## src/rtl/stream_arb_pkg.sv

```systemverilog
// Shared types and constants for the two-input packet arbiter.
// Select polarity: 1 picks source A, 0 picks source B.
package stream_arb_pkg;

    typedef enum logic [1:0] {
        IDLE   = 2'd0,
        LOCK_A = 2'd1,
        LOCK_B = 2'd2
    } state_t;

    localparam logic SEL_A = 1'b1;
    localparam logic SEL_B = 1'b0;

endpackage

```

## src/rtl/rr_grant2.sv

```systemverilog
// Two-way round-robin grant with packet lock.
// grant_vld is low only when idle with no source requesting.
module rr_grant2
    import stream_arb_pkg::*;
(
    input  state_t state,
    input  logic   a_valid,
    input  logic   b_valid,
    input  logic   ptr_a,
    input  logic   last_sel,
    output logic   grant,
    output logic   grant_vld
);

    always_comb begin
        grant     = last_sel;
        grant_vld = 1'b0;
        unique case (state)
            LOCK_A: begin
                grant     = SEL_A;
                grant_vld = 1'b1;
            end
            LOCK_B: begin
                grant     = SEL_B;
                grant_vld = 1'b1;
            end
            default: begin
                if (a_valid && b_valid) begin
                    grant     = ptr_a ? SEL_A : SEL_B;
                    grant_vld = 1'b1;
                end else if (a_valid) begin
                    grant     = SEL_A;
                    grant_vld = 1'b1;
                end else if (b_valid) begin
                    grant     = SEL_B;
                    grant_vld = 1'b1;
                end
            end
        endcase
    end

endmodule

```

## src/rtl/stream_arb2_mux.sv

```systemverilog
// Packet-aware 2:1 round-robin stream arbiter with a one-entry
// registered output stage.
module stream_arb2_mux
    import stream_arb_pkg::*;
#(
    parameter int DATA_W  = 8,
    parameter bit A_FIRST = 1'b1
) (
    input  logic              clk_i,
    input  logic              rst_i,
    input  logic              a_valid_i,
    input  logic [DATA_W-1:0] a_data_i,
    input  logic              a_last_i,
    output logic              a_ready_o,
    input  logic              b_valid_i,
    input  logic [DATA_W-1:0] b_data_i,
    input  logic              b_last_i,
    output logic              b_ready_o,
    output logic              sel_o,
    output logic              y_valid_o,
    output logic [DATA_W-1:0] y_data_o,
    output logic              y_last_o,
    output logic              y_src_o,
    input  logic              y_ready_i
);

    state_t state_q, state_d;
    logic   ptr_a_q;
    logic   last_sel_q;
    logic   grant;
    logic   grant_vld;
    logic   can_load;
    logic   acc;
    logic   acc_last;
    logic [DATA_W-1:0] mux_data;

    rr_grant2 u_grant (
        .state     (state_q),
        .a_valid   (a_valid_i),
        .b_valid   (b_valid_i),
        .ptr_a     (ptr_a_q),
        .last_sel  (last_sel_q),
        .grant     (grant),
        .grant_vld (grant_vld)
    );

    assign can_load  = !y_valid_o || y_ready_i;
    assign a_ready_o = can_load && grant_vld && (grant == SEL_A);
    assign b_ready_o = can_load && grant_vld && (grant == SEL_B);
    assign sel_o     = grant;

    assign acc      = (a_valid_i && a_ready_o) || (b_valid_i && b_ready_o);
    assign acc_last = (grant == SEL_A) ? a_last_i : b_last_i;
    assign mux_data = (grant == SEL_A) ? a_data_i : b_data_i;

    always_comb begin
        state_d = state_q;
        unique case (state_q)
            LOCK_A: if (acc && acc_last) state_d = IDLE;
            LOCK_B: if (acc && acc_last) state_d = IDLE;
            default: begin
                if (acc && !acc_last) begin
                    state_d = (grant == SEL_A) ? LOCK_A : LOCK_B;
                end
            end
        endcase
    end

    always_ff @(posedge clk_i or posedge rst_i) begin
        if (rst_i) begin
            state_q    <= IDLE;
            ptr_a_q    <= A_FIRST;
            last_sel_q <= A_FIRST ? SEL_A : SEL_B;
        end else begin
            state_q <= state_d;
            if (grant_vld) last_sel_q <= grant;
            // Pointer flips away from the winner so packets alternate.
            if (acc && acc_last) ptr_a_q <= (grant == SEL_B);
        end
    end

    always_ff @(posedge clk_i or posedge rst_i) begin
        if (rst_i) begin
            y_valid_o <= 1'b0;
            y_data_o  <= '0;
            y_last_o  <= 1'b0;
            y_src_o   <= 1'b0;
        end else if (can_load) begin
            y_valid_o <= acc;
            if (acc) begin
                y_data_o <= mux_data;
                y_last_o <= acc_last;
                y_src_o  <= grant;
            end
        end
    end

endmodule

```

## config.mk

```make
export PLATFORM = sky130hd
export DESIGN_NAME = stream_arb2_mux
export DESIGN_NICKNAME = d
export VERILOG_FILES = /design/src/rtl/stream_arb_pkg.sv /design/src/rtl/rr_grant2.sv /design/src/rtl/stream_arb2_mux.sv
export SDC_FILE = /design/constraint.sdc
export NUM_CORES = 1
export LEC_CHECK = 0
export CAP_MARGIN = 25
export CORE_ASPECT_RATIO = 1.2
export CORE_UTILIZATION = 32
export DETAILED_ROUTE_END_ITERATION = 10
export GPL_TIMING_DRIVEN = 1
export HOLD_SLACK_MARGIN = 0.15
export PLACE_DENSITY_LB_ADDON = 0.12
export SETUP_SLACK_MARGIN = 0.2
export SYNTH_ARGS = -nofsm -noshare
export SYNTH_HDL_FRONTEND = slang
export SYNTH_SLANG_ARGS = --single-unit
```

## constraint.sdc

```tcl
create_clock -name clk_i -period 2.15 [get_ports clk_i]
set_clock_uncertainty 0.2 [all_clocks]
set_input_delay 0.215 -clock clk_i [delete_from_list [all_inputs] [get_ports clk_i]]
set_output_delay 0.215 -clock clk_i [all_outputs]
set_load 0.05 [all_outputs]
```

* Word level (Yosys, flattened, before mapping)
Cells that the tools add are included.
Word-level totals: bits in registers 15, word-level logic and storage cells 42, output and inout bits 14
Cells by class: equal/unequal tests 3, bitwise gates (word level) 1, muxes and demuxes 15, reduce and logical (&&, ||, !) cells 16
Operators with widths (number):
- $mux 1 | 9
- $logic_and 1x1->1 | 8
- $mux 2 | 4
- $mux 8 | 1
- $reduce_and 2->1 | 2
- $eq 2x1->1 const B | 1
- $eq 2x2->1 const B | 1
- $logic_not 1->1 | 2
- $logic_or 1x1->1 | 2
- $ne 2x1->1 const B | 1
- $pmux 1 s2 | 1
- $reduce_bool 2->1 | 1
- $reduce_or 2->1 | 1
- $not 1->1 | 1

* Logic depth before layout (Yosys ltp)
Gate-level depths: netlist (run 1).
depth after elaboration 11, gate-level depth with buffers 7, depth with buffers taken out 6

* Hierarchy
Synthesis (run 1) repeated with hierarchy kept, for this count alone.
Unflattened totals: cell total of the unflattened synthesis 85, area, all modules 834.6 um^2
Modules (own cells, without submodules):
- stream_arb2_mux | cells each 77, times used 1, area an instance 788.3 um^2
- rr_grant2 | cells each 8, times used 1, area an instance 46.3 um^2

* Worst setup path after synthesis (run 1)
OpenSTA, ideal clock, no wires.
kind reg2out, from register state_q[0], to output b_ready_o, data arrival time 2.055 ns, path slack -0.320 ns, buffers on the path 0, cell stages (with the launch flop) 6, data required time 1.735 ns, path through dfrtp_1 -> ha_1 -> nor2b_1 -> a31oi_4 -> inv_1 -> nor2_1
Between the ends: elaborated cells on any way between the ends 8
RTL lines:
- from (decl) | line stream_arb2_mux.sv:27 | state_t state_q, state_d;
- from (signal assigned) | line stream_arb2_mux.sv:75 | state_q <= state_d;
- $eq 2x2->1 / $eq 2x1->1 (equally long branches) | line rr_grant2.sv:18 | unique case (state)
- $pmux 1 s2 * | line rr_grant2.sv:18
- net sel_o | line stream_arb2_mux.sv:19 | output logic sel_o,
- $not 1->1 * | line stream_arb2_mux.sv:49 | assign b_ready_o = can_load && grant_vld && (grant == SEL_B);
- $logic_and 1x1->1 * | line stream_arb2_mux.sv:49
- to (decl) | line stream_arb2_mux.sv:18 | output logic b_ready_o,
The timed path passes the listed nets; every way through them passes the cells marked *.

* Worst setup path after layout (run 1)
from register state_q[0], to output b_ready_o
Between the ends: longest elaborated chain between the ends 5, elaborated cells on any way between the ends 8
Ends and longest elaborated chain (line):
- $eq 2x1->1 / $eq 2x2->1 (equally long branches) | rr_grant2.sv:18
- $reduce_or 2->1 (no source line)
- $mux 1 | rr_grant2.sv:18
- $logic_and 1x1->1 | stream_arb2_mux.sv:49
- $logic_and 1x1->1 * | stream_arb2_mux.sv:49
Every way passes the cells marked *; elsewhere a longest branch is shown, timed or not.

==> results.yml, run 1 <==
outcome:
  outcome: "finished, final reports clean"
yosys:
  synthFlopType: "dfrtp_1"
  synth_edf_count: 0
  syn-cell-area_um2: 863
  avgSynthCellArea_um2: 9.59
  ys_seq_area_frac: 0.438
  synthCells: 90
  synth_compound_area_frac: 0.191
  synth_warnings: 0
  synthSimpleGateAreaFrac: 0.164
  synth_top_family_by_area: "compound AO/OA/AOI/OAI gates"
  synth.area.mux_share: 0.129
  synth_nets: 114
  synth_seq_cells: 15
  async_reset_ff_frac: 1.00
  synthAdderAreaFrac: 0.0145
  ys_types: 30
  synthXorXnorAreaFrac: 0
die:
  rows: 20
  core_um2: 2550
  die_area_um2: 2910
  ioPinCount: 37
  die_y_um: 58.9
  initial_utilization: 0.338
  die_x_um: 49.4
sta:
  setup_viol: 0
  hold_viol_final: 0
  max_freq_ghz: 0.470
  fin_crit_sh: 0.990
  rsz0062_at_grt: "yes"
  slew_violations: 0
  relSlewSlack: 0.620
  hold_ws_ns: 0.283
  finalWorstSetupSlack_ns: 0.0214
  period_needed_ns: 2.13
  worst_pin_slew_ns: 0.569
final_layout:
  drive_gt1_frac: 0.237
  fin_area_um2: 1440
  num_antenna_cells: 0
  fin_nets: 164
  synthToLayoutAreaGrowth_pct: 66.4
  stdcell_count: 172
power_and_ir_drop:
  clkPwrFrac: 0.058
  ir_drop_v: 0.00125
  comb_power_share: 0.750
  power_switching_mw: 1.29
  p_leak_nw: 0.628
  power_switching_share: 0.482
  internal_power_mw: 1.38
  powerDensity_nw_per_um2: 1860
  p_seq_frac: 0.192
critical_path:
  cp-startpoint: "state_q[0]$_DFFE_PP0P_"
  crit_type: "register to primary output"
  slowest_stage: "dfrtp_1"
  setup.worst_path.end: "b_ready_o"
  timing.rr.end: "state_q[1]$_DFFE_PP0P_"
  r2r_cells: 5
  cp.depth: 6
  cp_top_family: "flip-flops"
  crit_buf_inv: 2
  critPathMaxFanout: 3
  cpPeakStageDelay_ns: 0.42
  endpoint_kind: "primary output"
  startpoint_type: "register"
  critPathArrivalTime_ns: 1.71
  cp.required_ns: 1.74
  cp_cell_sequence: "ha_4, nor2b_4, a31oi_4, clkinvlp_4, nor2_4, buf_12"
  rrSetupSlack_ns: 0.29
  r2r-start: "state_q[0]$_DFFE_PP0P_"
routing:
  avgRoutedWirePerCell_um: 12.0
  drt_iter0_markers: 10
  num_vias: 821
  drc: 0
  ant_nets: 0
  wirelength_mm: 2.07
  drt-vias-per-instance: 4.77
  drt_pre_antenna_iters: 3
hold_path:
  hold_path_class: "register to register"
clock_tree:
  cts_tree: "built"
  clock_latency_ns: 0.27
  cts_sinks: 15
  htree_levels: 1
  cts_buffers: 3
  clk_path_buf_depth: 2
  clk_pin_slew_ns: 0.08
  cts_root_buf: "clkbuf_4"
placed_design:
  placed_area_um2: 1330
  place_inst: 160
  globalplace.congestion: 0.832
  hpwl_mm: 1.55
  port_buffers: 36
  dp_slack_ns: 0.0838
grt:
  grt.total_usage: 0.167
  grt.overflow.total: 0
  antenna_found_initial: 0
  grt_pass1_vias: 818
  grt_max_degree: 19
  grt_first_pass_wirelength_mm: 3.65
flow_run:
  drv_cap: 0
-- synthesized netlist by cell type (2+ instances only) --
| library cell | count | area [um^2] |
|---|---|---|
| a21oi_1 | 11 | 55.1 |
| buf_2 | 2 | 10.0 |
| dfrtp_1 | 13 | 325 |
| dfstp_2 | 2 | 52.6 |
| inv_1 | 5 | 18.8 |
| mux2i_1 | 10 | 100 |
| nand2_1 | 9 | 33.8 |
| nand3_1 | 2 | 10.0 |
| nor2_1 | 12 | 45.0 |
| nor2b_1 | 2 | 12.5 |
| o21ai_0 | 3 | 15.0 |
-- worst register-to-register path: cells and delay by family, from the launching register on --
family                   cells  cell delay (ns)
flip-flops                   1             0.42
adder cells (fa/ha/maj)      1             0.32
AND/OR/NAND/NOR              1             0.30
multiplexers                 1             0.22
buffers and inverters        1             0.19
AO/OA/AOI/OAI                1             0.15
-- cell type report --
class	instances	area (um^2)
flip-flops and latches	15	378
repair buffers	50	497
multi-input cells	65	472
clock buffers	4	26.3
well taps	33	41.3
inverters	5	22.5
fillers	247	1120
-- worst min path at each step --
| stage | start | end | slack [ns] | cells after the start |
|---|---|---|---|---|
| floorplan | rst_i | state_q[0]$_DFFE_PP0P_ | -0.08 | 1 |
| global placement | y_src_o$_DFFE_PP0P_ | y_src_o$_DFFE_PP0P_ | 0.25 | 2 |
| detailed placement | y_src_o$_DFFE_PP0P_ | y_src_o$_DFFE_PP0P_ | 0.27 | 2 |
| CTS | y_src_o$_DFFE_PP0P_ | y_src_o$_DFFE_PP0P_ | 0.29 | 2 |
| global route | y_src_o$_DFFE_PP0P_ | y_src_o$_DFFE_PP0P_ | 0.35 | 2 |
| finish | y_src_o$_DFFE_PP0P_ | y_src_o$_DFFE_PP0P_ | 0.28 | 2 |
-- metrics by stage --
step | total power [mW] | utilization | setup TNS [ns]
finish | 2.67 | 0.563 | 0
global route | 2.86 | 0.563 | -0.0578
CTS | 2.58 | 0.545 | 0
detailed placement | 2.34 | 0.519 | 0
global placement | 2.32 | 0.519 | 0
floorplan | 1.80 | - | 0
-- power groups by stage --
stage / registers (mW) / clock network [mW] / logic, mW
CTS: 0.515 / 0.161 / 1.91
detailed placement: 0.519 / 0 / 1.82
finish: 0.514 / 0.154 / 2.00
global route: 0.534 / 0.169 / 2.16
floorplan: 0.867 / 0 / 0.936
global placement: 0.516 / 0 / 1.80
-- layout by cell type, fill, tap and decap left out, drive strengths merged, types with 2 or more instances in the layout --
cell type      netlist  layout
nand3                2       2
nand2                9       9
nor2                12      12
a21oi               11      11
clkbuf               1       4
mux2i               10      10
buf                  4      16
o21ai                4       4
clkdlybuf4s50        0      33
nor2b                2       2
dfrtp               13      13
dfstp                2       2
inv                  5       4
-- per-layer routing --
layer | up-vias | GRT usage | wire (um)
met4 | 0 | 0.0857 | 17
met2 | 22 | 0.280 | 1040
li1 | 416 | - | -
met1 | 381 | 0.208 | 919
met5 | - | 0 | 0
met3 | 2 | 0.0284 | 93
-- cells by family after synthesis --
logic type / after synthesis
buf+inv: 10
simple gates: 30
fa+ha+maj: 1
compound gates: 23
mux: 11
flops: 15
-- what timing repair did --
item / 4_1_cts / 5_1_grt
buffers inserted: 3 / 4
endpoints found under the setup margin: 3 / 15
resized for setup: 2 / 4
hold buffers: 1 / 0
hold endpoints to repair: 13 / 0
pin swaps: 1 / 2
-- sequential cells by signal, summed over array words and instances, names as in the netlist --
register	cells
last_sel_q	1
ptr_a_q	1
state_q	2
y_data_o	8
y_last_o	1
y_src_o	1
y_valid_o	1
Power figures use the tool's default switching activity.
==> run 2, diff against run 1 <==
- CELL_PAD_IN_SITES_DETAIL_PLACEMENT: default -> 1
- CELL_PAD_IN_SITES_GLOBAL_PLACEMENT: default -> 1
- CORE_UTILIZATION: 32 -> 30
- SKIP_CTS_REPAIR_TIMING: default -> 1
==> results.yml, run 2 (synthesized netlist as in run 1, its figures left out) <==
critical_path:
  timing.rr.end: "y_data_o[2]$_DFFE_PP0P_"
  startpoint_type: "register"
  r2r_cells: 8
  cp.depth: 7
  cp_cell_sequence: "ha_4, nor2b_4, a31oi_4, buf_4, buf_12, nor2_2, buf_4"
  crit_buf_inv: 3
  rrSetupSlack_ns: 0.12
  cpPeakStageDelay_ns: 0.42
  crit_type: "register to primary output"
  critPathArrivalTime_ns: 1.77
  critPathMostFrequentCell: "buf_4"
  endpoint_kind: "primary output"
  cp.required_ns: 1.74
  r2r-start: "state_q[0]$_DFFE_PP0P_"
  critPathMaxFanout: 8
  slowest_stage: "dfrtp_1"
  cp_top_family: "buffers and inverters"
final_layout:
  final_cell_mix: "clkdlybuf4s50_1 (33), buf_4 (13), dfrtp_1 (13), a21oi_1 (11)"
  fin_nets: 164
  drive_gt1_frac: 0.230
  num_antenna_cells: 0
  final_common_cell: "clkdlybuf4s50_1"
  fillCellCount: 304
  synthToLayoutAreaGrowth_pct: 65.4
  reg_top3: "y_data_o (8), state_q (2)"
  largest-register: "y_data_o"
  largest_register_ffs: 8
  fin_area_um2: 1430
clock_tree:
  cts_sinks: 15
  cts_buffers: 3
  cts_root_buf: "clkbuf_4"
  clk_path_buf_depth: 2
  clk_pin_slew_ns: 0.09
  cts_tree: "built"
  htree_levels: 1
  clock_latency_ns: 0.29
outcome:
  violations: "setup timing"
  outcome: "finished, violations left"
sta:
  rsz0062_at_grt: "yes"
  relSlewSlack: 0.623
  period_needed_ns: 2.18
  setup_viol: 2
  worst_pin_slew_ns: 0.566
  finalWorstSetupSlack_ns: -0.0305
  slew_violations: 0
  fin_crit_sh: 1.01
  hold_ws_ns: 0.333
  hold_viol_final: 0
  max_freq_ghz: 0.459
power_and_ir_drop:
  ir_drop_v: 0.00112
  p_leak_nw: 0.628
  comb_power_share: 0.748
  p_seq_frac: 0.192
  internal_power_mw: 1.39
  clkPwrFrac: 0.060
  powerDensity_nw_per_um2: 1900
  power_switching_share: 0.489
  power_switching_mw: 1.33
hold_path:
  hold-path-cell-count: 2
  hold_path_class: "register to register"
  hp-start: "y_src_o$_DFFE_PP0P_"
  min_to: "y_src_o$_DFFE_PP0P_"
grt:
  antenna_found_initial: 0
  grt_max_degree: 19
  grt_first_pass_wirelength_mm: 3.82
  grt_pass1_vias: 860
  grt.overflow.total: 0
  grt.total_usage: 0.167
die:
  ioPinCount: 37
  core_um2: 2630
  die_x_um: 51.0
  initial_utilization: 0.329
  die_y_um: 60.8
  die_area_um2: 3100
  rows: 20
routing:
  avgRoutedWirePerCell_um: 14.4
  drt_iter0_markers: 8
  drc: 0
  drt_pre_antenna_iters: 2
  num_vias: 857
  wirelength_mm: 2.48
  drt-vias-per-instance: 4.98
  ant_nets: 0
flow_run:
  drv_cap: 0
placed_design:
  placed_area_um2: 1330
  hpwl_mm: 1.74
  port_buffers: 36
  dp_slack_ns: 0.0241
  globalplace.congestion: 0.786
==> run 2: metal layers <==
layer,track usage,routed length (um),vias up
met2,0.308,1420,21
met3,0.0401,124,4
li1,-,-,415
met1,0.181,906,417
met4,0.0714,33,0
met5,0,0,-
==> run 2: through the flow <==
step | std cells | util | setup TNS [ns] | power, mW
2_1_floorplan | 90 | - | 0 | 1.80
5_1_grt | 172 | 0.543 | -0.192 | 2.88
4_1_cts | 163 | 0.517 | -0.357 | 2.55
3_3_place_gp | 159 | 0.506 | 0 | 2.34
3_5_place_dp | 159 | 0.506 | 0 | 2.38
6_report | 172 | 0.543 | -0.0520 | 2.72
==> run 2: worst max path at each step <==
stage / startpoint / to / slack, ns
floorplan: state_q[0]$_DFFE_PP0P_ / b_ready_o / 0.06
global placement: a_valid_i / b_ready_o / 0.08
detailed placement: a_valid_i / b_ready_o / 0.02
CTS: state_q[0]$_DFFE_PP0P_ / b_ready_o / -0.16
global route: state_q[0]$_DFFE_PP0P_ / a_ready_o / -0.09
finish: state_q[0]$_DFFE_PP0P_ / a_ready_o / -0.03
==> run 2: power by group through the flow <==
stage | Combinational [mW] | Clock [mW] | Sequential, mW
floorplan | 0.936 | 0 | 0.867
global placement | 1.82 | 0 | 0.518
detailed placement | 1.86 | 0 | 0.526
CTS | 1.86 | 0.169 | 0.523
global route | 2.16 | 0.185 | 0.540
finish | 2.03 | 0.162 | 0.522
==> run 2: area by class of cell <==
cell class	instances	area, um^2	share of cell area
Timing Repair Buffer	50	498	0.349
Clock inverter	1	5.00	0.00351
Inverter	5	22.5	0.0158
Multi-Input combinational cell	65	460	0.323
Clock buffer	3	22.5	0.0158
Sequential cell	15	378	0.265
Tap cell	33	41.3	0.0289
==> run 2: worst min-delay path, delay by kind of cell (launching register included) <==
kind,cells,cell delay [ns]
simple gates,2,0.13
flops,1,0.37
==> run 3, diff against run 2 <==
- CORE_UTILIZATION: 30 -> 32
- DONT_BUFFER_PORTS: default -> 1
==> results.yml, run 3 (synthesized netlist as in run 1, its figures left out) <==
grt:
  grt.overflow.total: 0
  grt.total_usage: 0.150
  grt_pass1_vias: 690
  grt_max_degree: 20
  antenna_found_initial: 0
  grt_first_pass_wirelength_mm: 3.18
die:
  die_y_um: 58.9
  die_x_um: 49.4
  die_area_um2: 2910
  rows: 20
  ioPinCount: 37
  core_um2: 2550
  initial_utilization: 0.338
final_layout:
  stdcell_count: 160
  final_common_cell: "dlygate4sd3_1"
  num_antenna_cells: 0
  reg_top3: "y_data_o (8), state_q (2)"
  synthToLayoutAreaGrowth_pct: 52.9
  largest_register_ffs: 8
  drive_gt1_frac: 0.283
  fin_area_um2: 1320
  fillCellCount: 296
  fin_nets: 152
  final_cell_mix: "dlygate4sd3_1 (22), dfrtp_1 (13), buf_4 (11), mux2i_1 (10), a21oi_1 (10)"
  largest-register: "y_data_o"
  fin_util: 0.517
routing:
  wirelength_mm: 2.40
  avgRoutedWirePerCell_um: 15.0
  drt_pre_antenna_iters: 4
  num_vias: 807
  drc: 0
  ant_nets: 0
  drt_iter0_markers: 7
  drt-vias-per-instance: 5.04
sta:
  max_freq_ghz: 0.464
  fin_crit_sh: 1.00
  slew_violations: 0
  finalWorstSetupSlack_ns: -0.00295
  hold_ws_ns: 0.142
  hold_viol_final: 0
  relSlewSlack: 0.615
  worst_pin_slew_ns: 0.577
  tns_ns: -0.00295
  setup_viol: 1
  rsz0062_at_grt: "yes"
  period_needed_ns: 2.15
critical_path:
  critPathMaxFanout: 5
  endpoint_kind: "primary output"
  critPathArrivalTime_ns: 1.74
  crit_buf_inv: 2
  cpPeakStageDelay_ns: 0.43
  cp_cell_sequence: "ha_4, nor2b_4, a31oi_4, clkinvlp_4, nor2_4, buf_12"
  crit_type: "register to primary output"
  startpoint_type: "register"
  slowest_stage: "dfrtp_1"
  cp.required_ns: 1.74
  cp_top_family: "flip-flops"
placed_design:
  placed_area_um2: 967
  hpwl_mm: 1.51
  port_buffers: 0
  place_inst: 125
  globalplace.congestion: 0.754
clock_tree:
  cts_sinks: 15
  clk_pin_slew_ns: 0.10
  clk_path_buf_depth: 2
  cts_buffers: 3
  clock_latency_ns: 0.29
  cts_root_buf: "clkbuf_4"
  htree_levels: 1
  cts_tree: "built"
flow_run:
  drv_cap: 0
power_and_ir_drop:
  p_leak_nw: 0.585
  ir_drop_v: 0.00119
  powerDensity_nw_per_um2: 1930
outcome:
  violations: "setup timing"
  outcome: "finished, violations left"
hold_path:
  hold_path_class: "primary input to register"
-- run 3: cell types whose count changed in the layout (fill, tap and decap cells not counted), sizes merged --
cell	previous run	this run
dlygate4sd3	1	22
clkdlybuf4s50	33	0
-- run 3: path summary, 6_finish.rpt --
kind,slack [ns],to,start,cells after the start
worst min register to register,0.33,ptr_a_q$_DFFE_PP1P_,ptr_a_q$_DFFE_PP1P_,2
min in group asynchronous,0.22,y_valid_o$_DFFE_PP0P_,rst_i,2
worst max register to register,0.15,state_q[0]$_DFFE_PP0P_,state_q[1]$_DFFE_PP0P_,7
worst min-delay path,0.14,state_q[1]$_DFFE_PP0P_,a_last_i,4
worst max-delay path,-0.003,b_ready_o,state_q[0]$_DFFE_PP0P_,6
max in group asynchronous,1.15,last_sel_q$_DFFE_PP1P_,rst_i,2
-- run 3: worst reg2reg max path: stages (launching register included) --
cell	delay, ns
dfrtp_1	0.38
inv_2	0.07
ha_4	0.14
buf_4	0.10
mux2_2	0.34
o221ai_2	0.28
o21ai_0	0.17
a22o_1	0.21
-- run 3: metrics by stage --
step                      setup slack, ns  power (mW)
after detailed placement            0.128        2.08
after global routing              -0.0823        2.70
after CTS                          -0.211        2.25
after global placement              0.158        2.05
after floorplan                    0.0566        1.80
final                            -0.00295        2.54
-- run 3: layout make-up --
class	instances	area (um^2)	area share
inverter	5	22.5	0.0171
multi-input combinational	65	474	0.359
clock buffer	3	22.5	0.0171
clock inverter	1	5.00	0.00379
timing repair buffer	38	377	0.285
tap	33	41.3	0.0313
sequential	15	378	0.286
-- run 3: layer usage --
metal | global-route usage | share of wire | up-vias
met5 | 0 | 0 | -
met4 | 0.0857 | 0.013 | 0
met3 | 0.0336 | 0.042 | 4
met2 | 0.268 | 0.57 | 23
met1 | 0.165 | 0.37 | 392
li1 | - | - | 388
-- run 3: power by group --
| part | switching (mW) | total [mW] | internal [mW] |
|---|---|---|---|
| Combinational | 0.784 | 1.52 | 0.733 |
| Clock | 0.0969 | 0.166 | 0.0692 |
| Sequential | 0.430 | 0.859 | 0.429 |
| Total | 1.31 | 2.54 | 1.23 |
==> variant (config.mk and constraints of run 2) <==
The 3 states of `state_t` get a one-hot encoding in 3 bits.
--- a/src/rtl/stream_arb_pkg.sv
+++ b/src/rtl/stream_arb_pkg.sv
@@ -2,10 +2,10 @@
 // Select polarity: 1 picks source A, 0 picks source B.
 package stream_arb_pkg;
 
-    typedef enum logic [1:0] {
-        IDLE   = 2'd0,
-        LOCK_A = 2'd1,
-        LOCK_B = 2'd2
+    typedef enum logic [2:0] {
+        IDLE   = 3'b001,
+        LOCK_A = 3'b010,
+        LOCK_B = 3'b100
     } state_t;
 
     localparam logic SEL_A = 1'b1;
Function: no difference found for any inputs over 10 cycles, from zero or initial values and one cycle with rst_i high; not proved beyond that.
==> variant against run 2 <==
- the flow still finishes with violations (negative setup slack)
- count of clock-buffer cells in the layout is 1 higher
- combinational power decreased by 5%
- total power fell by 0.23%
- global-route usage rose by 3.4 points
- sequential cell count up 1
- die area is 11% higher
- sequential share of layout area fell by 1.5 points
- final area up 14%
- wire length rose by 29%
- area after synthesis is 11% higher
- worst setup slack got worse by 65 ps
- critical path type unchanged
==> variant: results (changes against run 2) <==
metric,value,unit,change
syn_nets,125,,+9.6%
viasPerCell,5.06,,+1.5%
finalSetupViolations,3,,+1
hold_path_depth,1,,-1
yosysMostFrequentCell,a21oi_1,,
dp_cells,182,,+14%
synth_mux_area_frac,0.104,,-0.0245
worst_pin_slew,650,ps,+84.8 ps
hpwl,2300,um,+32%
antenna_found_initial,0,,unchanged
layout_top_registers,"y_data_o x8, state_q x3",,
yosys.area_share.adder,0,,-0.0145
syn_area_per_cell,9.40,um2,-2.0%
fin_ws,-95.3,ps,-64.9 ps
drt_wl_total,3190,um,+29%
power.leakage,0.000725,uW,+15%
first_iter_violations,11,,+3
status,"complete, but fails checks",,
wl_per_cell,16.5,um,+15%
grt_max_degree,17,,-2
grt_pass1_wl,4930,um,+29%
ir_worst_vdd,862,uV,-23%
gp_congestion,0.780,,-0.74%
yosysSeqAreaShare,0.422,,-0.0160
fillers,354,,+16%
crit_path_max_fanout,4,,-4
crit_arrival,1830,ps,+60 ps
grt_util_all_layers,0.201,,+0.0343
r2r_setup_slack,20,ps,-100 ps
route.met3.wl,114,um,-8.1%
netlist_top_cells_count,"a21oi_1 (17), nor2_1 (15), dfrtp_1 (13), mux2i_1 (10)",,
violations,negative setup slack,,
regToRegEndpoint,state_q[2],,
netlist-cell-type-count,33,,+10%
==> variant: cell count changes in the layout (fill, tap and decap cells not counted), moves of 3 or more <==
cell,before,now
a21oi_1,11,15
clkdlybuf4s50_1,33,30
dlymetal6s2s_1,0,3
nand2_1,9,3
o21ai_0,3,0
buf_4,13,18
==> variant: logic make-up (layout without fill, tap and decap cells) <==
kind of cell / Yosys count / in the layout
XOR/XNOR: 1 / 1
multiplexers: 10 / 10
AO/OA/AOI/OAI: 30 / 30
AND/OR/NAND/NOR: 36 / 36
buffers and inverters: 9 / 64
flip-flops: 16 / 16
==> variant: report_power, final <==
group | switching [uW] | internal [uW]
Clock | 98.4 | 72.0
Sequential | 131 | 474
Combinational | 1120 | 812
==> variant: metrics by stage <==
| step | hold WS [ps] | worst slack, ps | TNS (ps) | instance area (um2) |
|---|---|---|---|---|
| floorplan | -73.4 | 27.0 | 0 | 998 |
| global placement | 271 | -6.91 | -12.8 | 1470 |
| detailed placement | 312 | -89.9 | -382 | 1470 |
| CTS | 120 | -177 | -304 | 1490 |
| global route | 336 | -153 | -384 | 1620 |
| finish | 327 | -95.3 | -190 | 1620 |
==> variant: worst max-delay path by stage <==
stage	start	endpoint	slack, ps	depth (start not counted)
floorplan	state_q[0]	b_ready_o	30	7
global placement	a_valid_i	state_q[1]	-7	7
detailed placement	a_valid_i	state_q[2]	-90	7
CTS	state_q[1]	a_ready_o	-180	6
global route	ptr_a_q	a_ready_o	-150	6
finish	ptr_a_q	a_ready_o	-100	6
==> variant: final cells by class <==
class | instances | area share
multi-input cells | 77 | 0.362
repair buffers | 56 | 0.333
flip-flops and latches | 16 | 0.250
well taps | 36 | 0.0278
clock buffers | 4 | 0.0162
inverters | 4 | 0.0116
==> variant: routing by layer <==
metal | GRT usage | up-vias
met5 | 0 | -
met4 | 0.0789 | 0
met3 | 0.0429 | 2
met2 | 0.338 | 26
met1 | 0.241 | 480
li1 | - | 468
==> variant: critical path, stage by stage (launching register included) <==
cell and delay, ps:
dfstp_2 600, a21boi_4 100, nor3_4 320, o21ai_4 140, buf_6 140, nor2_4 90
buf_8 150
